## src/rtl/alu_arbiter.sv

```systemverilog
// Round-robin arbiter sharing one combinational ALU between two requesters.
// One operation in flight: accept in IDLE, drive ALU in EXEC, hold the result in RESP.
module alu_arbiter #(
    parameter int DATA_WIDTH = 32,
    parameter int OP_WIDTH   = 4
) (
    input  logic                  clk,
    input  logic                  rst,

    input  logic                  req0_valid,
    output logic                  req0_ready,
    input  logic [OP_WIDTH-1:0]   req0_op,
    input  logic [DATA_WIDTH-1:0] req0_a,
    input  logic [DATA_WIDTH-1:0] req0_b,
    output logic                  rsp0_valid,
    input  logic                  rsp0_ready,

    input  logic                  req1_valid,
    output logic                  req1_ready,
    input  logic [OP_WIDTH-1:0]   req1_op,
    input  logic [DATA_WIDTH-1:0] req1_a,
    input  logic [DATA_WIDTH-1:0] req1_b,
    output logic                  rsp1_valid,
    input  logic                  rsp1_ready,

    output logic [DATA_WIDTH-1:0] rsp_result,
    output logic                  rsp_zero,

    output logic [DATA_WIDTH-1:0] alu_operand_a,
    output logic [DATA_WIDTH-1:0] alu_operand_b,
    output logic [OP_WIDTH-1:0]   alu_op,
    input  logic [DATA_WIDTH-1:0] alu_result,
    input  logic                  alu_zero,

    output logic                  busy,
    output logic                  grant_id
);

    typedef enum logic [1:0] {
        IDLE = 2'd0,
        EXEC = 2'd1,
        RESP = 2'd2
    } state_t;

    state_t                state_q, state_d;
    logic                  rr_ptr_q, rr_ptr_d;
    logic                  grant_id_q, grant_id_d;
    logic [OP_WIDTH-1:0]   alu_op_q, alu_op_d;
    logic [DATA_WIDTH-1:0] alu_a_q, alu_a_d;
    logic [DATA_WIDTH-1:0] alu_b_q, alu_b_d;
    logic [DATA_WIDTH-1:0] rsp_result_q, rsp_result_d;
    logic                  rsp_zero_q, rsp_zero_d;

    logic winner;
    logic accept;
    logic rsp_taken;

    // With a single valid requester it wins outright; on contention rr_ptr decides.
    always_comb begin
        winner = (req0_valid && req1_valid) ? rr_ptr_q : req1_valid;
    end

    assign req0_ready = (state_q == IDLE) && !rst && req0_valid && !winner;
    assign req1_ready = (state_q == IDLE) && !rst && req1_valid &&  winner;
    assign accept     = req0_ready || req1_ready;

    assign rsp0_valid = (state_q == RESP) && !grant_id_q;
    assign rsp1_valid = (state_q == RESP) &&  grant_id_q;
    assign rsp_taken  = grant_id_q ? rsp1_ready : rsp0_ready;

    assign busy          = (state_q != IDLE);
    assign grant_id      = grant_id_q;
    assign alu_op        = alu_op_q;
    assign alu_operand_a = alu_a_q;
    assign alu_operand_b = alu_b_q;
    assign rsp_result    = rsp_result_q;
    assign rsp_zero      = rsp_zero_q;

    always_comb begin
        // NOTE: every _d gets its hold value first, so no path through the case can infer a latch.
        state_d      = state_q;
        rr_ptr_d     = rr_ptr_q;
        grant_id_d   = grant_id_q;
        alu_op_d     = alu_op_q;
        alu_a_d      = alu_a_q;
        alu_b_d      = alu_b_q;
        rsp_result_d = rsp_result_q;
        rsp_zero_d   = rsp_zero_q;

        case (state_q)
            IDLE: begin
                if (accept) begin
                    alu_op_d   = winner ? req1_op : req0_op;
                    alu_a_d    = winner ? req1_a  : req0_a;
                    alu_b_d    = winner ? req1_b  : req0_b;
                    grant_id_d = winner;
                    state_d    = EXEC;
                end
            end
            EXEC: begin
                rsp_result_d = alu_result;
                rsp_zero_d   = alu_zero;
                state_d      = RESP;
            end
            RESP: begin
                // Handing priority to the other port is what prevents starvation.
                if (rsp_taken) begin
                    rr_ptr_d = ~grant_id_q;
                    state_d  = IDLE;
                end
            end
            default: state_d = IDLE;
        endcase
    end

    // NOTE: registers update with non-blocking assignments so every flop samples pre-edge values.
    always_ff @(posedge clk) begin
        if (rst) begin
            state_q      <= IDLE;
            rr_ptr_q     <= 1'b0;
            grant_id_q   <= 1'b0;
            alu_op_q     <= '0;
            alu_a_q      <= '0;
            alu_b_q      <= '0;
            rsp_result_q <= '0;
            rsp_zero_q   <= 1'b0;
        end else begin
            state_q      <= state_d;
            rr_ptr_q     <= rr_ptr_d;
            grant_id_q   <= grant_id_d;
            alu_op_q     <= alu_op_d;
            alu_a_q      <= alu_a_d;
            alu_b_q      <= alu_b_d;
            rsp_result_q <= rsp_result_d;
            rsp_zero_q   <= rsp_zero_d;
        end
    end

endmodule

```

## config.mk

```make
export PLATFORM = sky130hd
export DESIGN_NAME = alu_arbiter
export DESIGN_NICKNAME = d
export VERILOG_FILES = /design/src/rtl/alu_arbiter.sv
export SDC_FILE = /design/constraint.sdc
export NUM_CORES = 1
export LEC_CHECK = 0
export BUFFER_PORTS_ARGS = -buffer_cell sky130_fd_sc_hd__buf_2
export CORE_AREA = 2 2 111 113
export DETAILED_ROUTE_END_ITERATION = 8
export DIE_AREA = 0 0 113 115
export PLACE_DENSITY = 0.78
export SLEW_MARGIN = 20
export SYNTH_ARGS = -nofsm -noshare
export SYNTH_HDL_FRONTEND = slang
export SYNTH_SLANG_ARGS = --single-unit
export TNS_END_PERCENT = 5
```

## constraint.sdc

```tcl
create_clock -name clk -period 2.9 [get_ports clk]
set_input_delay 0.58 -clock clk [delete_from_list [all_inputs] [get_ports clk]]
set_output_delay 0.58 -clock clk [all_outputs]
set_load 0.005 [all_outputs]
```

==> flow_summary.json <==
{
  "dp_hpwl_um": 8710,
  "clock-sinks": 105,
  "grt_pass1_wl_um": 18300,
  "postCtsResizedCells": 0,
  "ys_types": 22,
  "vias": 4254,
  "synth_fp_nets": 649,
  "pin_count": 282,
  "final_common_cell": "buf_2",
  "final_cell_mix": "buf_2, dfxtp_1, mux2i_1, nand2_1, nand3b_1",
  "yosysWarningCount": 0,
  "cts_tree": "built",
  "period_needed_ps": 2090,
  "end_kind": "output port",
  "pwr-share-seq_pct": 45.5,
  "drc_errors": 20,
  "hold_buffers": 0,
  "synthesis.area_um2": 4450,
  "slew_headroom_pct": 56.7,
  "worstPathRequired_ps": 2320,
  "cts_buffer_depth": 2,
  "synth_largest_area_cell": "dfxtp_1",
  "post_cts_buffers": 0,
  "internal_power_mw": 2.70,
  "use_met2_pct": 29.8,
  "crit_path_max_fanout": 5,
  "reg2reg_slack_ps": 1250,
  "die_width_um": 113,
  "num_antenna_cells": 0,
  "setup.worst_path.start_class": "register",
  "portBuffers": 281,
  "gp_congestion": 0.810,
  "track_usage_pct": 17.3,
  "wire_per_inst_um": 13.5,
  "slew_violations": 0,
  "switchingPower_mw": 0.967,
  "dr.pass1.iters": 7,
  "p_leak_nw": 3.20,
  "grt_util_met1_pct": 20.8,
  "synthTopCellsByArea": "dfxtp_1, mux2i_1, nand3b_1",
  "num-nets-final": 906,
  "final_cells": 883,
  "hold_path.class": "register to register",
  "grt_start_max_net_pins": 139,
  "hold_violations": 0,
  "status": "finished with violations",
  "clk_latency_ps": 340,
  "worst_slew_pin_slew_ps": 649,
  "wl_um": 11900,
  "period_share_pct": 72.1,
  "yosysSeqAreaShare_pct": 47.3,
  "yosys.area.top_type_share_pct": 47.3,
  "core_um2": 11800,
  "synthToLayoutAreaGrowth_pct": 39.2,
  "dpl.cell_count": 867,
  "drive_above_1_share_pct": 42.3,
  "setup_viol": 0,
  "die_y_um": 115,
  "combPwrFrac_pct": 18.6,
  "fin_worst_skew_ps": 8.42,
  "rows": 40,
  "met3_usage_pct": 4.48,
  "setup_tns_ps": 0,
  "cp.arrival_ps": 1510,
  "synthCells": 474,
  "cts.htree.levels": 3,
  "path_clk_slew_ps": 70,
  "fmax_ghz": 0.478,
  "rsz0062_at_grt": "false",
  "violations": "DRC",
  "antenna_found_initial": 0,
  "drt_iter0_markers": 280,
  "maxCapViolations": 0,
  "avgSynthCellArea_um2": 9.38,
  "die_area_um2": 13000,
  "grt_overflow": 0,
  "detail-route-antenna-nets": 0,
  "numCtsBuffers": 9,
  "p_clk_share_pct": 35.9,
  "pwr_density_cell_nw_per_um2": 593,
  "top_usage_layer": "met2",
  "grt_pass1_vias": 3806,
  "place_ws_ps": 851,
  "netSwitchingFraction_pct": 26.4,
  "cts_root_buffer": "clkbuf_16",
  "worstSetupPathType": "register to output port",
  "ir_worst_vdd_uv": 267,
  "initial_core_util_pct": 37.6,
  "ys_ff_latch": 105,
  "viasPerCell": 4.82,
  "timing.final.ws_setup_ps": 808
}
[logic make-up after synthesis]
logic type             synth area share (%)
multiplexers                           15.5
buffers and inverters                  6.02
flip-flops                             47.3
AND/OR/NAND/NOR                        19.0
AO/OA/AOI/OAI                          12.1
[path summary, 6_finish.rpt]
kind                        from                to  depth (start not counted)
setup reg to reg        rr_ptr_q  alu_operand_b[9]                          4
setup / recovery      state_q[1]        req1_ready                          3
hold reg to reg   rsp_result[11]    rsp_result[11]                          2
hold / removal    rsp_result[11]    rsp_result[11]                          2
[Yosys cell counts]
cell      number
a21oi_1       37
and2_1         1
and2b_1        1
and3_1         1
buf_2         13
buf_4          1
buf_6         11
clkbuf_1      17
dfxtp_1      105
inv_1          2
mux2i_1       69
nand2_1       69
nand2b_1       1
nand3b_1      68
nor2_1         1
nor2b_1        2
nor3_1         1
nor3_2         1
o21ai_0       37
o21ai_1       32
o21ai_2        1
or2_2          3
[state kept, by name (all words and copies together) (netlist names)]
register and flops:
grant_id 1, alu_operand_a 32, rsp_zero 1, rr_ptr_q 1, alu_operand_b 32, state_q 2
rsp_result 32, alu_op 4
[layout make-up]
type                       count  area (µm²)
clock buffer                   9         225
clock inverter                 7         100
fill                        1134        5620
inverter                       2        7.51
multi-input combinational    325        2100
sequential                   105        2100
tap                          147         184
timing repair buffer         288        1470
[power by group through the flow]
stage,registers [mW],logic [mW],clock network [mW]
final,1.67,0.683,1.32
after global routing,1.69,0.760,1.41
after CTS,1.67,0.691,1.36
after detailed placement,1.70,0.690,0
after global placement,1.69,0.683,0
after floorplan,1.71,0.359,0
[critical path, cell delays in order, from the launching register on]
cell and delay [ps]:
dfxtp_1 350, or2_2 350, nor3_1 300, buf_2 180
[routing by layer]
metal	part of all wire, %	vias to the layer above
met1	42	1904
met4	1.8	0
li1	-	2159
met5	0	-
met2	48	174
met3	7.8	17
[stage by stage]
step	utilization, %	power (mW)	hold WS [ps]	area, µm²
global placement	49.6	2.38	439	5860
floorplan	-	2.07	449	4450
global route	52.4	3.86	458	6190
detailed placement	49.6	2.39	445	5860
CTS	52.4	3.71	454	6190
finish	52.4	3.67	451	6190
Power figures use the tool's default switching activity.
